`src/rtl/rf_arb_pkg.sv`:
```
// Shared constants for the register-file write arbiter.
package rf_arb_pkg;
  localparam int REG_ADDR_W  = 5;
  localparam int XLEN        = 32;
  localparam int NUM_REQ_DEF = 3;
  localparam int GID_W       = 2;
endpackage

```
`src/rtl/rf_rr_pick.sv`:
```
// Combinational round-robin picker: first valid requester at or above ptr,
// wrapping from NUM_REQ-1 back to 0. Produces a one-hot grant.
module rf_rr_pick
  import rf_arb_pkg::*;
#(
  parameter int NUM_REQ = NUM_REQ_DEF
) (
  input  logic [NUM_REQ-1:0] valid,
  input  logic [GID_W-1:0]   ptr,
  output logic [NUM_REQ-1:0] grant
);

  logic found_s;

  // Scan offsets 0..NUM_REQ-1 from ptr; the first valid slot wins.
  always_comb begin
    grant   = '0;
    found_s = 1'b0;
    for (int k = 0; k < NUM_REQ; k++) begin
      for (int j = 0; j < NUM_REQ; j++) begin
        if (!found_s && valid[j] && (j == ((int'(ptr) + k) % NUM_REQ))) begin
          grant[j] = 1'b1;
          found_s  = 1'b1;
        end else begin
          found_s = found_s;
        end
      end
    end
  end

endmodule

```
`src/rtl/rf_wr_arbiter.sv`:
```
// Round-robin arbiter sharing one register-file write port among NUM_REQ requesters.
// Optional write-to-read forwarding is enabled by defining RF_ARB_FWD_EN.
module rf_wr_arbiter
  import rf_arb_pkg::*;
#(
  parameter int NUM_REQ = NUM_REQ_DEF,
  parameter int CNT_W   = 16
) (
  input  logic                          clk,
  input  logic                          rst,
  input  logic [NUM_REQ-1:0]            req_valid,
  output logic [NUM_REQ-1:0]            req_ready,
  input  logic [NUM_REQ*REG_ADDR_W-1:0] req_reg,
  input  logic [NUM_REQ*XLEN-1:0]       req_data,
  output logic                          wrtEn,
  output logic [REG_ADDR_W-1:0]         wrtReg,
  output logic [XLEN-1:0]               wrtData,
  output logic [GID_W-1:0]              grant_id,
  output logic [CNT_W-1:0]              conflict_cnt,
  input  logic [REG_ADDR_W-1:0]         rdReg1,
  input  logic [REG_ADDR_W-1:0]         rdReg2,
  output logic                          fwd_hit1,
  output logic                          fwd_hit2,
  output logic [XLEN-1:0]               fwd_data1,
  output logic [XLEN-1:0]               fwd_data2
);

  logic [NUM_REQ-1:0]    grant_s;
  logic                  any_grant_s;
  logic                  contended_s;
  logic [GID_W-1:0]      gid_s;
  logic [REG_ADDR_W-1:0] sel_reg_s;
  logic [XLEN-1:0]       sel_data_s;

  logic [GID_W-1:0]      ptr_q,      ptr_d;
  logic                  wrt_en_q,   wrt_en_d;
  logic [REG_ADDR_W-1:0] wrt_reg_q,  wrt_reg_d;
  logic [XLEN-1:0]       wrt_data_q, wrt_data_d;
  logic [GID_W-1:0]      gid_q,      gid_d;
  logic [CNT_W-1:0]      cnt_q,      cnt_d;

  rf_rr_pick #(.NUM_REQ(NUM_REQ)) u_pick (
    .valid (req_valid),
    .ptr   (ptr_q),
    .grant (grant_s)
  );

  // No grant may be issued while reset is held.
  assign req_ready   = rst ? '0 : grant_s;
  assign any_grant_s = |req_ready;
  assign contended_s = ($countones(req_valid) >= 2);

  // Mux out the granted requester's index, register and data.
  always_comb begin
    gid_s      = '0;
    sel_reg_s  = '0;
    sel_data_s = '0;
    for (int j = 0; j < NUM_REQ; j++) begin
      if (req_ready[j]) begin
        gid_s      = GID_W'(j);
        sel_reg_s  = req_reg[j*REG_ADDR_W +: REG_ADDR_W];
        sel_data_s = req_data[j*XLEN +: XLEN];
      end else begin
        gid_s = gid_s;
      end
    end
  end

  // Next-state: pointer advance, write-port capture and conflict counting.
  always_comb begin
    ptr_d      = ptr_q;
    wrt_en_d   = 1'b0;
    wrt_reg_d  = wrt_reg_q;
    wrt_data_d = wrt_data_q;
    gid_d      = gid_q;
    cnt_d      = cnt_q;
    if (any_grant_s) begin
      if (gid_s == GID_W'(NUM_REQ - 1)) begin
        ptr_d = '0;
      end else begin
        ptr_d = gid_s + 2'd1;
      end
      // A transfer to x0 completes the handshake but never writes.
      wrt_en_d   = (sel_reg_s != 5'd0);
      wrt_reg_d  = sel_reg_s;
      wrt_data_d = sel_data_s;
      gid_d      = gid_s;
    end else begin
      ptr_d = ptr_q;
    end
    if (contended_s && (cnt_q != {CNT_W{1'b1}})) begin
      cnt_d = cnt_q + CNT_W'(1);
    end else begin
      cnt_d = cnt_q;
    end
  end

  // State registers with synchronous reset.
  always_ff @(posedge clk) begin
    if (rst) begin
      ptr_q      <= '0;
      wrt_en_q   <= 1'b0;
      wrt_reg_q  <= '0;
      wrt_data_q <= '0;
      gid_q      <= '0;
      cnt_q      <= '0;
    end else begin
      ptr_q      <= ptr_d;
      wrt_en_q   <= wrt_en_d;
      wrt_reg_q  <= wrt_reg_d;
      wrt_data_q <= wrt_data_d;
      gid_q      <= gid_d;
      cnt_q      <= cnt_d;
    end
  end

  assign wrtEn        = wrt_en_q;
  assign wrtReg       = wrt_reg_q;
  assign wrtData      = wrt_data_q;
  assign grant_id     = gid_q;
  assign conflict_cnt = cnt_q;

`ifdef RF_ARB_FWD_EN
  assign fwd_hit1  = !rst && wrt_en_q && (wrt_reg_q == rdReg1) && (rdReg1 != 5'd0);
  assign fwd_hit2  = !rst && wrt_en_q && (wrt_reg_q == rdReg2) && (rdReg2 != 5'd0);
  assign fwd_data1 = fwd_hit1 ? wrt_data_q : 32'd0;
  assign fwd_data2 = fwd_hit2 ? wrt_data_q : 32'd0;
`else
  logic unused_rd_s;
  assign unused_rd_s = ^{rdReg1, rdReg2};
  assign fwd_hit1  = 1'b0;
  assign fwd_hit2  = 1'b0;
  assign fwd_data1 = 32'd0;
  assign fwd_data2 = 32'd0;
`endif

endmodule

```
`config.mk`:
```
export PLATFORM = sky130hd
export DESIGN_NAME = rf_wr_arbiter
export DESIGN_NICKNAME = d
export VERILOG_FILES = /design/src/rtl/rf_arb_pkg.sv /design/src/rtl/rf_rr_pick.sv /design/src/rtl/rf_wr_arbiter.sv
export SDC_FILE = /design/constraint.sdc
export NUM_CORES = 1
export LEC_CHECK = 0
export CAP_MARGIN = 30
export CORE_MARGIN = 2
export CORE_UTILIZATION = 34
export CTS_CLUSTER_DIAMETER = 150
export DETAILED_ROUTE_END_ITERATION = 7
export PLACE_DENSITY = 0.88
export SKIP_CTS_REPAIR_TIMING = 1
export SYNTH_ARGS = -nofsm -noshare
export SYNTH_HDL_FRONTEND = slang
export SYNTH_SLANG_ARGS = --single-unit
```
`constraint.sdc`:
```
create_clock -name clk -period 2.5 [get_ports clk]
set_input_delay 0.375 -clock clk [delete_from_list [all_inputs] [get_ports clk]]
set_output_delay 0.375 -clock clk [all_outputs]
set_load 0.02 [all_outputs]
```
# == Yosys cells after proc, flatten, opt, wreduce, memory -nomap -nowiden ==
# Cells that the tools add are included.
# totals
reg_bits,58
memories,0
word_cells,83
input_bits,126
latchBits,0
rom_bits,0
mem_bits_rw,0
# op_classes
n_reduce_logical,32
div,3
n_addsub,6
shifts,0
muxes,26
n_mul,0
n_eq_ne,8
magnitude_cmp,1
n_bitwise,1
# ops
cell,n
$eq 2x32->1 const A,3
$eq 3x32->1 const A,3
$logic_not 32->1,3
$mux 32,3
$mod 32x3->32 const B,2
$mod 3x3->32 const B,1
$logic_and 1x1->1,18
$mux 1,17
$add 16x1->16 const B,1
$ne 16x16->1 const B,1
$mux 5,3
$logic_not 1->1,8
$reduce_bool 5->1,1
$mux 2,2
$add 2x1->3,1
$add 2x1->3 const B,1
$add 2x2->3 const B,1
$ge 3x2->1 const B,1
$mux 3,1
$reduce_or 3->1,1
$add 1x1->2,1
$add 2x1->2 const B,1
$eq 2x2->1 const B,1
$reduce_or 2->1,1
$not 1->1,1

# == Depth between registers and ports, before layout ==
# logic_depth
word_depth,41
mapped_depth,10

# == Hierarchy ==
# A second synthesis with hierarchy kept.
# hier_totals
cells_unflattened,424
hier_area_um2,3492.1
# by_module_without_submodules
mod,area_each_um2,cells_per_inst,n_inst
rf_wr_arbiter,3372.0,409,1
rf_rr_pick,120.1,15,1

# == Worst setup path after synthesis ==
# OpenSTA, ideal clock, no wires.
# synth_path
path_type,register to register
startpoint,register grant_id[0] (netlist name)
endpoint,register wrt_en_q (netlist: wrtEn)
synth_period_minus_slack_ns,2.141
path_stages_with_launch,9
path_buffers,0
required_ns,2.380
setup_slack_ns,0.359
arrival_time_ns,2.021
cell_sequence,dfxtp_1 -> inv_1 -> ha_1 -> or3_4 -> o2111ai_4 -> nor2_4 -> a222oi_1 -> nand4_1 -> or2_1
# synth_lines
element,line,rtl
"end signal, assigned",rf_wr_arbiter.sv:109,wrt_en_q <= wrt_en_d;
"end, declared",rf_wr_arbiter.sv:36,"logic wrt_en_q, wrt_en_d;"

==> metrics <==
GRT Util Overall 0.202; most frequent cells in the layout clkdlybuf4s50_1, conb_1, dfxtp_1, nand2_1, a21oi_1; fmax 422 MHz; Min-Delay Startpoint wrtData[15]$_SDFFE_PP0P_; Critical Path Start grant_id[0]$_SDFFE_PP0P_; ys flop type dfxtp_1; Async SR Flop Fraction 0; largest net degree at the start of global routing 56; Routed WL per cell 16.1 um; setup TNS 0 ns; worst r2r path cells 9; area leader, netlist dfxtp_1; status complete, no violations; share of cells above drive strength 1 0.0868; area delta synth->final 60.2%; Layout Utilization 0.554; antenna-violating nets left 0; DR iter-0 viols 181; Final Hold Fails 0; CTS tree done; worst skew pair latency 0.33 ns; ANT cells 0; R2R setup slack 0.13 ns; crit start category flop; remaining routing DRC violations 0; antenna violations before repair 0; MaxCap Viol Count 0; slew margin rel. 0.605; Reg2Reg Launch Point grant_id[0]$_SDFFE_PP0P_; PwrDens 623 nW/um2; Synth area leaders dfxtp_1, buf_4, a222oi_1; Worst Slack Setup Final 0.130 ns; RSZ-0062 raised after global routing false; most common library cell in the layout ignoring fill and taps clkdlybuf4s50_1; Avg Vias per Cell 4.97; maximum VDD drop 0.345 mV; Setup Viol. Count Final 0; final WL 10700 um; Tcrit/Tclk final 0.948; reg2reg end wrtEn$_SDFF_PP0_; GR Overflow Total 0; slew of the pin with the lowest slew margin 0.592 ns; Buffers on Ports 174; final number of max-transition violations 0; Die W 100 um; via count 3303; Setup CP Type reg -> reg; Post-synth EDFFs 0; core area 9150 um2; final instance area 5070 um2; dpl hpwl 8290 um; htree depth 3; Clock Skew 0.00744 ns; Die ar. 10100 um2; Post-Syn Instances 362; critical path endpoint category flop; #FFs+latches synth 57; Hold Slack 0.450 ns; Min-Delay Endpoint wrtData[15]$_SDFFE_PP0P_; crit-path max FO 4; hold crit path type reg -> reg; first-pass GRT wire length 15900 um; share of the synthesized area in the top cell type 0.361; syn avg cell area 8.74 um2; Placed Area 4830 um2; Post-Synthesis Cell Area 3160 um2; CTS buffer count 9; Cell variety after synth 38; placer congestion estimate 0.842; IO Pins 251; post-synthesis sequential area ratio 0.361; First-pass DRT Iterations 8; critical path arrival 2.59 ns; Starting Density 0.346; vias in the first global route 3253; Critical Path RT 2.72 ns; Lkg Pwr 0.00203 uW; Nets 678; num rows 35; synth warn 0; die height 100 um; worst hold path cell count 2; DP Worst Slack -0.0196 ns; post-route minimum period 2.37 ns; Clock Sink Count 57; Clock Tree Buf Depth 2; CTS clk-pin slew, worst paths 0.07 ns; Root Driver clkbuf_8
## cell families (layout without fill, tap and decap cells)
family | count (synthesis) | count (layout) | share of synthesized area
muxes | 2 | 2 | 0.00633
other | 1 | 66 | 0.00119
xor gates and xnor gates | 14 | 14 | 0.0388
DFF | 57 | 57 | 0.361
buffers and inverters | 93 | 219 | 0.209
and+or+nand+nor | 100 | 100 | 0.144
adders and majority gates | 4 | 4 | 0.0158
AOI/OAI and AO/OA | 91 | 91 | 0.225
## how the worst max path moves through the flow
stage | endpoint | slack, ns | cells after the start
floorplan | wrtEn$_SDFF_PP0_ | 0.36 | 8
detailed placement | wrtEn$_SDFF_PP0_ | -0.02 | 9
global route | wrtEn$_SDFF_PP0_ | 0.01 | 9
global placement | wrtEn$_SDFF_PP0_ | 0.04 | 9
CTS | req_ready[1] | -0.27 | 6
finish | wrtEn$_SDFF_PP0_ | 0.13 | 9
## synth_stat cells, types with 2 or more instances
cell / instances
inv_1: 5
and3_1: 2
a222oi_1: 35
xor2_1: 11
nand3_1: 9
a211oi_1: 2
o21bai_1: 2
buf_4: 75
nor2_1: 23
xnor2_1: 3
a31oi_1: 2
nand4_1: 4
nor3_1: 3
dfxtp_1: 57
mux2i_1: 2
a21oi_1: 42
ha_1: 4
nand2_1: 50
buf_6: 4
clkbuf_1: 9
## flip-flops by register name, summed over array words and instances (netlist names)
name	count
wrtReg	5
wrtData	32
conflict_cnt	16
ptr_q	1
wrtEn	1
grant_id	2
## stage by stage
stage,cells,total power [uW]
floorplan,427,1740
global placement,648,2160
detailed placement,648,2190
CTS,664,3180
global route,664,3320
finish,664,3160
## cell type report
type / instances / area, um2
clock inverters: 5 / 77.6
flip-flops and latches: 57 / 1140
repair buffers: 198 / 1920
fillers: 803 / 4080
multi-input cells: 277 / 1620
clock buffers: 11 / 151
well taps: 111 / 139
inverters: 5 / 18.8
## power breakdown
group          internal, uW  total [uW]  leakage, uW  switching (uW)
Combinational           523        1100      0.00145             582
Sequential             1010        1060     0.000467            54.2
Clock                   612         988     0.000115             376
Total                  2140        3160      0.00203            1010
## worst max-delay path, stage by stage, from the launching register on
cell and delay [ns]:
dfxtp_1 0.33, inv_1 0.05, ha_1 0.33, or3_4 0.42, o2111ai_4 0.11, nor2_4 0.07
buf_4 0.16, a222oi_1 0.43, nand4_1 0.13, or2_1 0.22
## routing by layer
layer | up-vias | routed length [um] | GRT usage | part of all wire
met4 | 0 | 70 | 0.0453 | 0.0065
met2 | 183 | 5640 | 0.385 | 0.53
met5 | - | 0 | 0 | 0
met3 | 8 | 1170 | 0.0770 | 0.11
li1 | 1550 | - | - | -
met1 | 1562 | 3840 | 0.209 | 0.36
(Power assumes the default switching activity.)
